File: src/rtl/corePckg.sv
// Shared types and constants for the core front end.
// Fetch FSM states, buffered fetch entries and the NOP encoding.
package corePckg;

    localparam int cXLEN = 32;

    localparam logic [cXLEN-1:0] cNopInst = 32'h0000_0013;

    typedef enum logic {
        eFetchRun,
        eFetchFlush
    } tFetchState;

    typedef struct packed {
        logic [cXLEN-1:0] inst;
        logic [cXLEN-1:0] pc;
    } tFetchEntry;

    function automatic logic [cXLEN-1:0] align_pc(
        input logic [cXLEN-1:0] a
    );
        return a & ~cXLEN'(3);
    endfunction

endpackage

File: src/rtl/fetch_fifo.sv
// Small synchronous FIFO with synchronous flush, full/empty and count.
// Depth need not be a power of two; pointers wrap explicitly.
module fetch_fifo #(
    parameter  int Depth = 2,
    parameter  int Width = 32,
    localparam int CW    = $clog2(Depth + 1),
    localparam int PW    = $clog2(Depth)
) (
    input  logic             clk,
    input  logic             rst,
    input  logic             flush,
    input  logic             push,
    input  logic [Width-1:0] wdata,
    input  logic             pop,
    output logic [Width-1:0] rdata,
    output logic             full,
    output logic             empty,
    output logic [CW-1:0]    count
);

    logic [Width-1:0] mem_q [Depth];
    logic [Width-1:0] mem_d [Depth];
    logic [PW-1:0]    rd_q, rd_d;
    logic [PW-1:0]    wr_q, wr_d;
    logic [CW-1:0]    cnt_q, cnt_d;
    logic             do_push, do_pop;

    function automatic logic [PW-1:0] inc(input logic [PW-1:0] p);
        if (p == PW'(Depth - 1)) return '0;
        return p + PW'(1);
    endfunction

    assign full    = (cnt_q == CW'(Depth));
    assign empty   = (cnt_q == '0);
    assign count   = cnt_q;
    assign rdata   = mem_q[rd_q];
    assign do_pop  = pop && !empty;
    assign do_push = push && (!full || do_pop);

    always_comb begin
        mem_d = mem_q;
        rd_d  = rd_q;
        wr_d  = wr_q;
        cnt_d = cnt_q;
        if (flush) begin
            rd_d  = '0;
            wr_d  = '0;
            cnt_d = '0;
        end else begin
            if (do_push) begin
                mem_d[wr_q] = wdata;
                wr_d        = inc(wr_q);
            end
            if (do_pop) rd_d = inc(rd_q);
            cnt_d = cnt_q + CW'(do_push) - CW'(do_pop);
        end
    end

    always_ff @(posedge clk or posedge rst) begin
        if (rst) begin
            mem_q <= '{default: '0};
            rd_q  <= '0;
            wr_q  <= '0;
            cnt_q <= '0;
        end else begin
            mem_q <= mem_d;
            rd_q  <= rd_d;
            wr_q  <= wr_d;
            cnt_q <= cnt_d;
        end
    end

    // The credit check upstream must make this impossible.
    always @(posedge clk) begin
        if (!rst && !flush) assert (!(push && full && !do_pop));
    end

endmodule

File: src/rtl/inst_fetch.sv
// Instruction fetch: PC, credit-limited memory requests, response buffer,
// and a registered one-instruction output stage toward the decoder.
module inst_fetch
    import corePckg::*;
#(
    parameter logic [cXLEN-1:0] cResetPc   = 32'h0000_0000,
    parameter int               cFifoDepth = 2
) (
    input  logic             iClk,
    input  logic             iRst,
    input  logic             iStall,
    input  logic             iRedirect,
    input  logic [cXLEN-1:0] iRedirectPc,
    output logic             oMemReq,
    output logic [cXLEN-1:0] oMemAddr,
    input  logic             iMemGnt,
    input  logic             iMemRdv,
    input  logic [cXLEN-1:0] iMemRdata,
    output logic [cXLEN-1:0] oInst,
    output logic [cXLEN-1:0] oCurPc,
    output logic             oDv
);

    localparam int CW = $clog2(cFifoDepth + 1);
    localparam int UW = CW + 1;

    tFetchState       state_q, state_d;
    logic [cXLEN-1:0] pc_q, pc_d;
    logic [CW-1:0]    discard_q, discard_d;
    logic [cXLEN-1:0] inst_q, inst_d;
    logic [cXLEN-1:0] cur_pc_q, cur_pc_d;
    logic             dv_q, dv_d;

    logic [UW-1:0]    used;
    logic             mem_req, grant, rsp_ok;
    logic             take_fifo, bypass;
    logic             aq_full, aq_empty;
    logic [CW-1:0]    aq_cnt;
    logic [cXLEN-1:0] aq_rdata;
    logic             dq_full, dq_empty, dq_push;
    logic [CW-1:0]    dq_cnt;
    tFetchEntry       dq_wdata, dq_rdata;

    // aq_cnt is the in-flight count: one queued address per granted request.
    assign used    = UW'(aq_cnt) + UW'(dq_cnt);
    assign mem_req = !iRst && (state_q == eFetchRun) && !iRedirect
                  && !aq_full && !dq_full
                  && (used < UW'(cFifoDepth));
    assign grant   = mem_req && iMemGnt;
    assign rsp_ok  = iMemRdv && (state_q == eFetchRun)
                  && !iRedirect && !aq_empty;

    assign take_fifo = !iStall && !dq_empty;
    assign bypass    = !iStall && dq_empty && rsp_ok;
    assign dq_push   = rsp_ok && !bypass;
    assign dq_wdata  = '{inst: iMemRdata, pc: aq_rdata};

    fetch_fifo #(
        .Depth(cFifoDepth),
        .Width(cXLEN)
    ) u_addr_q (
        .clk  (iClk),
        .rst  (iRst),
        .flush(iRedirect),
        .push (grant),
        .wdata(pc_q),
        .pop  (rsp_ok),
        .rdata(aq_rdata),
        .full (aq_full),
        .empty(aq_empty),
        .count(aq_cnt)
    );

    fetch_fifo #(
        .Depth(cFifoDepth),
        .Width($bits(tFetchEntry))
    ) u_data_q (
        .clk  (iClk),
        .rst  (iRst),
        .flush(iRedirect),
        .push (dq_push),
        .wdata(dq_wdata),
        .pop  (take_fifo),
        .rdata(dq_rdata),
        .full (dq_full),
        .empty(dq_empty),
        .count(dq_cnt)
    );

    always_comb begin
        state_d   = state_q;
        pc_d      = pc_q;
        discard_d = discard_q;
        inst_d    = inst_q;
        cur_pc_d  = cur_pc_q;
        dv_d      = dv_q;

        if (!iStall) begin
            if (take_fifo) begin
                inst_d   = dq_rdata.inst;
                cur_pc_d = dq_rdata.pc;
                dv_d     = 1'b1;
            end else if (bypass) begin
                inst_d   = iMemRdata;
                cur_pc_d = aq_rdata;
                dv_d     = 1'b1;
            end else begin
                inst_d = cNopInst;
                dv_d   = 1'b0;
            end
        end

        if (grant) pc_d = pc_q + cXLEN'(4);

        case (state_q)
            eFetchRun: begin
                if (iRedirect) begin
                    // A response in the redirect cycle is already dropped.
                    discard_d = aq_cnt - CW'(iMemRdv);
                    if (discard_d != '0) state_d = eFetchFlush;
                end
            end
            eFetchFlush: begin
                if (iMemRdv && discard_q != '0)
                    discard_d = discard_q - CW'(1);
                if (discard_d == '0) state_d = eFetchRun;
            end
            default: state_d = eFetchRun;
        endcase

        if (iRedirect) begin
            pc_d = align_pc(iRedirectPc);
            dv_d = 1'b0;
        end
    end

    always_ff @(posedge iClk or posedge iRst) begin
        if (iRst) begin
            state_q   <= eFetchRun;
            pc_q      <= cResetPc;
            discard_q <= '0;
            inst_q    <= cNopInst;
            cur_pc_q  <= cResetPc;
            dv_q      <= 1'b0;
        end else begin
            state_q   <= state_d;
            pc_q      <= pc_d;
            discard_q <= discard_d;
            inst_q    <= inst_d;
            cur_pc_q  <= cur_pc_d;
            dv_q      <= dv_d;
        end
    end

    assign oMemReq  = mem_req;
    assign oMemAddr = pc_q;
    assign oInst    = inst_q;
    assign oCurPc   = cur_pc_q;
    assign oDv      = dv_q;

endmodule

File: config.mk
export PLATFORM = sky130hd
export DESIGN_NAME = inst_fetch
export DESIGN_NICKNAME = d
export VERILOG_FILES = /design/src/rtl/corePckg.sv /design/src/rtl/fetch_fifo.sv /design/src/rtl/inst_fetch.sv
export SDC_FILE = /design/constraint.sdc
export NUM_CORES = 1
export LEC_CHECK = 0
export CAP_MARGIN = 20
export CORE_MARGIN = 3
export CORE_UTILIZATION = 50
export CTS_CLUSTER_DIAMETER = 50
export DETAILED_ROUTE_END_ITERATION = 16
export PLACE_DENSITY = 0.73
export SLEW_MARGIN = 40
export SYNTH_ARGS = -nofsm -noshare
export SYNTH_HDL_FRONTEND = slang
export SYNTH_SLANG_ARGS = --single-unit
File: constraint.sdc
create_clock -name iClk -period 16.84 [get_ports iClk]
set_input_delay 3.368 -clock iClk [delete_from_list [all_inputs] [get_ports iClk]]
set_output_delay 3.368 -clock iClk [all_outputs]
set_load 0.1 [all_outputs]
==> out/summary.txt, run 1 <==
crit path time final: 8350 ps
worst r2r src: u_data_q.count[0]
largest net degree at the start of global routing: 144
CTS Sinks: 288
routed vias/inst: 5.69
Setup violations, final: 0
IO Pins: 168
worst rel slew slack: 46.2%
initial core utilization: 51.7%
Crit path max-delay family: buffers and inverters
met1 Use GR: 30.9%
Vias: 9323
Rows: 58
WP data required: 13470 ps
register area: 7210 sq um
clock skew: 17.1 ps
total chip power: 2.85 mW
Die Footprint: 28500 sq um
Root Buffer: clkbuf_16
post-DR wirelength/cell: 18.5 um
post-CTS sizing: 0
Setup WS pre-CTS: 8510 ps
Antenna Cells: 0
CTS tree: done
Hold Path Sink: u_data_q.mem_q[10]
CP max stage cell: clkdlybuf4s50_1
antenna viol nets, final: 0
I/O Buffers: 161
R2R Path End: u_addr_q.mem_q[20]
HPWL after DPL: 19.2 mm
Critical Path AT: 4980 ps
first-pass GRT wire length: 50.6 mm
CP peak stage delay: 590 ps
Total Nets Final: 1365
DRT iter0 DRCs: 669
ys flop type: dfrtp_1
startpoint types: input pin
post-synthesis sequential element count: 288
synth warn: 0
cell depth of the worst hold path: 2
RSZ-0062 raised after global routing: false
Hold Startpoint: u_data_q.mem_q[10]
die width: 169 um
vias in the first global route: 9371
ys async rst share: 100%
R2R Setup Slk: 13530 ps
Tcrit/Tclk final: 49.6%
share of layout cells above drive strength 1: 23.1%
initial antenna violation count: 0
Max Clk Rate: 120 MHz
number of synthesized flops with an enable pin: 0
met3 usage: 4.25%
Fill cells: 2067
area of the mapped netlist: 13200 sq um
CTS Hold Bufs: 0
Slew Limit Fails: 0
most frequent cells in the layout: 284 x dfrtp_1, 119 x nand2_1, 95 x o21ai_0, 95 x buf_2, 91 x mux2_2
commonest non-fill, non-tap cell in the layout: dfrtp_1
total global routing track utilization: 21.8%
status: completed
met2 Use GR: 34.7%
PD cells: 181 nW/um^2
footprint of the multi-input gates: 5520 sq um
clock slew at reported path FFs: 50 ps
clk buf depth: 3
Hold/Removal Path Class: flip-flop to flip-flop
worst-path cell chain: clkdlybuf4s50_1 > nor4_1 > buf_2
max-cap violation count: 0
drt pass-1 iters: 5
Fin. Hold Viols: 0
setup TNS: 0 ps
buffers inserted by post-CTS timing repair: 0
H-tree depth: 2
syn avg cell area: 11.4 sq um
critical path class: input pin to output pin
grt ovf: 0
leakage power: 7.16 nW
Max VDD drop: 97.1 uV
drt drc: 0
routability congestion estimate: 0.789
final setup margin: 8490 ps
layer with the highest usage: met2
Max FO, Critical Path: 3
Synth cell types: 62
clk_lat worst skew: 510 ps
core area: 25600 sq um
Fin Hold WS: 476 ps
worst-margin pin slew: 806 ps
Mapped Cells: 1158
Routed WL: 30.4 mm
Die H: 169 um
sequential area share after synthesis: 54.5%
Worst Setup End Kind: output pin
Reg2Reg Depth: 10
worst path bufs/invs: 2
area growth from synthesis to layout: 18.5%
TritonCTS Buffers: 34
logic make-up (layout without fill, tap and decap cells):
group,after synthesis,count (layout),share of synthesized area [%]
compound gates,242,242,11.8
xor+xnor,17,17,1.13
fa+ha+maj,8,8,0.813
buf+inv,127,275,4.14
flops,288,288,54.5
mux,217,217,18.5
other cells,1,4,0.0283
simple gates,258,258,9.14
power by group:
part	total (mW)	switching, mW	leakage (nW)	internal [mW]
logic	1.12	0.793	2.85	0.331
registers	1.00	0.128	3.77	0.874
clock network	0.719	0.273	0.543	0.446
through the flow:
stage               instance area (sq um)  utilization, %  instances
finish                              15700            61.2       1639
detailed placement                  14600            56.8       1580
global route                        15700            61.2       1639
CTS                                 15700            61.1       1638
floorplan                           13200               -       1161
global placement                    15000            58.5       1580
layer usage:
metal | share of wire (%) | vias up
met5 | 0 | -
met4 | 1.7 | 0
met3 | 5.9 | 38
met2 | 46 | 253
met1 | 46 | 4619
li1 | - | 4413
state kept, by name, summed over array words and instances (netlist names), 2 cells and up:
name / count
oInst: 32
oMemAddr: 30
u_data_q.count: 2
u_data_q.mem_q: 124
u_addr_q.count: 2
oCurPc: 30
discard_q: 2
u_addr_q.mem_q: 60
synthesized netlist by cell type, types with 25 or more instances:
cell type	n	share of area, %
clkbuf_1	51	1.4
mux2_4	29	3.3
a311oi_1	29	1.9
o21ai_0	95	3.6
inv_1	40	1.1
nand3_1	25	0.95
dfrtp_1	285	54
nand2_1	119	3.4
mux2i_1	84	6.4
nor2_1	53	1.5
a21oi_1	35	1.3
mux2_2	91	7.7
how the worst max path moves through the flow:
| stage | startpoint | end | slack (ps) | cells after the start |
|---|---|---|---|---|
| after CTS | iRst | oMemReq | 8500 | 3 |
| after detailed placement | iRst | oMemReq | 8510 | 3 |
| final | iRst | oMemReq | 8490 | 3 |
| after global routing | iRedirect | oMemReq | 8510 | 5 |
| after floorplan | iRst | discard_q[0] | 5530 | 1 |
| after global placement | iRedirect | oMemReq | 7630 | 5 |
worst reg2reg max path: stages (launching register included):
cell and delay (ps):
dfrtp_1 480, inv_1 100, nor2_1 140, fa_1 450, nor4b_1 370, nand4_1 140, buf_4 260, inv_2 440
nand3_1 130, buf_4 310, mux2_1 370
area by class of cell:
class                   count  area share [%]
repair buffers            175            8.04
well taps                 330            2.63
flip-flops and latches    288            46.0
inverters                  42            1.08
multi-input cells         746            35.2
clock buffers              51            6.48
clock inverters             7           0.582
Power figures use the tool's default switching activity.
==> inputs of run 2 (changes only) <==
- PLACE_DENSITY: 0.73 -> 0.76
- clock period: 16.84 -> 7.1 ns (I/O delays scaled with it)
==> run 2 against run 1 <==
Net effect: non-clock buffer count grew 2; highest routed layer unchanged; sequential share of layout area is 0.28 points lower; critical path type unchanged; register-to-register slack lost 9700 ps; first-iteration DRC count is 15% higher; routed wire length rose by 1.1%.
==> out/summary.txt, run 2 (same netlist as run 1, synthesis figures left out) <==
status: completed
Die H: 169 um (unchanged)
drt pass-1 iters: 5 (unchanged)
PD cells: 431 nW/um^2 (+140%)
CTS tree: done
Tcrit/Tclk final: 60.7%
worst-margin pin slew: 787 ps (-18.9 ps)
Total Nets Final: 1367 (+0.15%)
worst rel slew slack: 47.3% (+1.1 points)
Hold Startpoint: u_data_q.mem_q[4]
final std cells w/o fill: 1642 (+0.18%)
commonest non-fill, non-tap cell in the layout: dfrtp_1
worst r2r src: state_q
Hold/Removal Path Class: flip-flop to flip-flop
post-DR wirelength/cell: 18.7 um (+0.96%)
DP Area: 14600 sq um (+0.41%)
critical path class: input pin to output pin
Fill cells: 2034 (-1.6%)
Root Buffer: clkbuf_16
startpoint types: input pin
total chip power: 6.81 mW (+140%)
Worst Setup End Kind: output pin
DRT iter0 DRCs: 772 (+15%)
initial core utilization: 51.7% (unchanged)
max-cap violation count: 0 (unchanged)
IO Pins: 168 (unchanged)
HPWL after DPL: 19.1 mm (-0.53%)
Critical Path AT: 2890 ps (-2090 ps)
WP data required: 5680 ps (-7790 ps)
antenna viol nets, final: 0 (unchanged)
max reg flops: 124 (unchanged)
routability congestion estimate: 0.800 (+1.5%)
first-pass GRT wire length: 50.2 mm (-0.95%)
total global routing track utilization: 21.5% (-0.24 points)
R2R Setup Slk: 3790 ps (-9740 ps)
Rows: 58 (unchanged)
Largest Register: u_data_q.mem_q
I/O Buffers: 161 (unchanged)
Setup violations, final: 0 (unchanged)
Fin. Hold Viols: 0 (unchanged)
Final Cell Area: 15800 sq um (+0.61%)
CTS Hold Bufs: 0 (unchanged)
drt drc: 0 (unchanged)
setup TNS: 0 ps (unchanged)
largest net degree at the start of global routing: 89 (-38%)
initial antenna violation count: 0 (unchanged)
TritonCTS Buffers: 34 (unchanged)
clk_lat worst skew: 510 ps (about the same)
routed vias/inst: 5.74 (+0.94%)
crit path time final: 4310 ps
vias in the first global route: 9401 (+0.32%)
clk buf depth: 3 (unchanged)
Hold Path Sink: u_data_q.mem_q[4]
clock slew at reported path FFs: 50 ps (about the same)
most frequent cells in the layout: 284 x dfrtp_1, 119 x nand2_1, 96 x buf_2, 95 x o21ai_0, 91 x mux2_2
Routed WL: 30.8 mm (+1.1%)
cell depth of the worst hold path: 2 (unchanged)
post-CTS sizing: 0 (unchanged)
buffers inserted by post-CTS timing repair: 0 (unchanged)
clock skew: 23.9 ps (+6.83 ps)
area growth from synthesis to layout: 19.2%
die width: 169 um (unchanged)
Fin Hold WS: 476 ps (+0.170 ps)
share of layout cells above drive strength 1: 23.3% (+0.25 points)
R2R Path End: u_data_q.mem_q[36]
Slew Limit Fails: 0 (unchanged)
Post-Place Cells: 1582 (+0.13%)
Antenna Cells: 0 (unchanged)
Max FO, Critical Path: 3 (unchanged)
Vias: 9428 (+1.1%)
H-tree depth: 2 (unchanged)
RSZ-0062 raised after global routing: false
Die Footprint: 28500 sq um (unchanged)
Max Clk Rate: 232 MHz
Max VDD drop: 292 uV (+200%)
grt ovf: 0 (unchanged)
leakage power: 7.20 nW (+0.62%)
CTS Sinks: 288 (unchanged)
core area: 25600 sq um (unchanged)
Reg2Reg Depth: 6 (-4)
[run 2: cell count changes in the layout (fill, tap and decap cells not counted), moves of 2 or more]
| cell | change |
|---|---|
| buf_16 | +3 |
| buf_4 | -4 |
| buf_6 | +3 |
| bufinv_16 | +2 |
| clkbuf_8 | -5 |
| clkinv_2 | +3 |
[run 2: cell type report]
| class | instances | area, sq um | area share, % |
|---|---|---|---|
| sequential | 288 | 7210 | 45.7 |
| multi-input combinational | 746 | 5520 | 35.0 |
| inverter | 42 | 161 | 1.02 |
| clock buffer | 46 | 957 | 6.06 |
| tap | 330 | 413 | 2.62 |
| clock inverter | 13 | 176 | 1.12 |
| timing repair buffer | 177 | 1340 | 8.48 |
[run 2: where the power goes]
part | leakage, nW | internal (mW) | switching [mW] | total [mW]
registers | 3.77 | 2.07 | 0.298 | 2.37
logic | 2.87 | 0.791 | 1.90 | 2.69
clock network | 0.562 | 1.09 | 0.657 | 1.75
total | 7.20 | 3.96 | 2.85 | 6.81
[run 2: critical path: stages]
cell	delay (ps)
clkdlybuf4s50_1	510
nor4_1	450
buf_2	510
[run 2: metrics by stage]
step           setup slack, ps  utilization, %
2_1_floorplan             1030               -
3_3_place_gp              2020            58.6
3_5_place_dp              2440            57.0
4_1_cts                   2750            61.5
5_1_grt                   2770            61.6
6_report                  2790            61.6
[run 2: worst max-delay path by stage]
stage / start / endpoint
finish: iRst / oMemReq
global route: iRst / oMemReq
CTS: iRst / oMemReq
detailed placement: iMemRdv / u_data_q.mem_q[57]
global placement: iRst / oMemReq
floorplan: iRedirect / oMemReq
[run 2: per-layer routing]
metal	global-route usage (%)	wire length, um	part of all wire (%)	vias up
met3	3.92	1770	5.8	36
li1	-	-	-	4400
met5	0	0	0	-
met2	34.1	14300	47	295
met4	5.27	473	1.5	0
met1	31.0	14200	46	4697
==> inputs of run 3 (changes only) <==
- PLACE_DENSITY: 0.76 -> 0.73
- clock period: 7.1 -> 4 ns (I/O delays scaled with it)
==> run 3 against run 2 <==
Net effect: core utilization is 0.26 points higher; critical path depth is 2 higher; setup slack worse by 2000 ps; die area stayed put; hold slack worse by 1.1 ps; sequential cell count stayed put; clock-buffer cell count is 2 higher; sequential share of layout area is 0.19 points lower; critical path type is now flip-flop to output pin; largest cell class unchanged; largest power group unchanged; highest routed layer unchanged.
==> out/summary.txt, run 3 (same netlist as run 1, synthesis figures left out) <==
clock slew at reported path FFs: 60 ps (about the same)
WP data required: 3200 ps (-2480 ps)
post-DR wirelength/cell: 18.4 um (-1.8%)
Fill cells: 2055 (+1.0%)
Routed WL: 30.4 mm (-1.1%)
DRT iter0 DRCs: 679 (-12%)
routability congestion estimate: 0.813 (+1.6%)
Hold/Removal Path Class: flip-flop to flip-flop
CTS Sinks: 288 (unchanged)
buffers inserted by post-CTS timing repair: 0 (unchanged)
Fin. Hold Viols: 0 (unchanged)
Critical Path AT: 2390 ps (-500 ps)
area growth from synthesis to layout: 19.8%
Total Nets Final: 1379 (+0.88%)
DP Area: 14700 sq um (+0.45%)
crit path time final: 3190 ps
IO Pins: 168 (unchanged)
grt ovf: 0 (unchanged)
Slew Limit Fails: 0 (unchanged)
Die H: 169 um (unchanged)
Worst Setup End Kind: output pin
commonest non-fill, non-tap cell in the layout: dfrtp_1
critical path class: flip-flop to output pin
most frequent cells in the layout: 284 x dfrtp_1, 119 x nand2_1, 95 x o21ai_0, 95 x buf_2, 91 x mux2_2
vias in the first global route: 9542 (+1.5%)
startpoint types: flip-flop
share of layout cells above drive strength 1: 24.3% (+1.0 points)
drt pass-1 iters: 5 (unchanged)
routed vias/inst: 5.73 (-0.27%)
initial core utilization: 51.7% (unchanged)
Max Clk Rate: 314 MHz
Max FO, Critical Path: 6 (+3)
Die Footprint: 28500 sq um (unchanged)
Max VDD drop: 466 uV (+60%)
Rows: 58 (unchanged)
Root Buffer: clkbuf_16
drt drc: 0 (unchanged)
R2R Setup Slk: 940 ps (-2850 ps)
antenna viol nets, final: 0 (unchanged)
initial antenna violation count: 0 (unchanged)
worst rel slew slack: 44.5% (-2.9 points)
RSZ-0062 raised after global routing: false
leakage power: 7.24 nW (+0.53%)
I/O Buffers: 161 (unchanged)
HPWL after DPL: 19.6 mm (+2.6%)
Vias: 9466 (+0.40%)
post-CTS sizing: 0 (unchanged)
total chip power: 12.1 mW (+78%)
clock skew: 23.0 ps (-0.913 ps)
clk_lat worst skew: 510 ps (about the same)
Final Cell Area: 15900 sq um (+0.43%)
die width: 169 um (unchanged)
PD cells: 763 nW/um^2 (+77%)
Tcrit/Tclk final: 79.6%
core area: 25600 sq um (unchanged)
TritonCTS Buffers: 36 (+5.9%)
max-cap violation count: 0 (unchanged)
clk buf depth: 3 (unchanged)
CTS tree: done
first-pass GRT wire length: 50.6 mm (+0.93%)
H-tree depth: 2 (unchanged)
max reg flops: 124 (unchanged)
status: completed
Largest Register: u_data_q.mem_q
largest net degree at the start of global routing: 107 (+20%)
Antenna Cells: 0 (unchanged)
final std cells w/o fill: 1653 (+0.67%)
Post-Place Cells: 1593 (+0.70%)
worst-margin pin slew: 833 ps (+45.2 ps)
total global routing track utilization: 21.6% (+0.096 points)
Setup violations, final: 0 (unchanged)
CTS Hold Bufs: 0 (unchanged)
[run 3: layout make-up]
type	instances	area, sq um	area share (%)
timing repair buffer	187	1380	8.70
multi-input combinational	746	5510	34.8
clock buffer	48	1060	6.67
inverter	42	161	1.02
tap	330	413	2.60
clock inverter	12	113	0.710
sequential	288	7210	45.5
[run 3: metrics by stage]
stage / worst slack (ps) / hold slack (ps) / utilization [%] / TNS (ps)
after detailed placement: 783 / 465 / 57.3 / 0
after floorplan: -617 / 444 / - / -175780
after global placement: 815 / 455 / 59.1 / 0
after global routing: 683 / 494 / 61.9 / 0
after CTS: 797 / 478 / 61.9 / 0
final: 814 / 475 / 61.9 / 0
[run 3: power by group]
group / leakage, nW / internal [mW] / total [mW] / switching (mW)
logic: 2.91 / 1.41 / 4.68 / 3.27
clock network: 0.563 / 1.92 / 3.12 / 1.20
registers: 3.77 / 3.68 / 4.29 / 0.615
[run 3: worst paths after layout]
| kind | endpoint | cells past startpoint | start |
|---|---|---|---|
| max | oMemReq | 5 | u_data_q.count[0] |
| min | u_data_q.mem_q[8] | 2 | u_data_q.mem_q[8] |
| max reg2reg | u_addr_q.mem_q[63] | 9 | u_data_q.count[0] |
| min reg2reg | u_data_q.mem_q[8] | 2 | u_data_q.mem_q[8] |
| max in group asynchronous | oCurPc[17] | 3 | iRst |
| min in group asynchronous | u_data_q.mem_q[8] | 2 | iRst |
[run 3: worst max-delay path: stages (launching register included)]
cell,delay [ps]
dfrtp_1,470
inv_1,90
nor2_1,130
fa_1,460
nor4_2,370
buf_4,360
[run 3: layer usage]
layer / global-route usage, % / vias to the layer above / share of wire [%]
met1: 30.7 / 4709 / 46
met4: 5.69 / 0 / 2.0
met5: 0 / - / 0
li1: - / 4413 / -
met3: 3.97 / 46 / 6.5
met2: 34.5 / 298 / 46
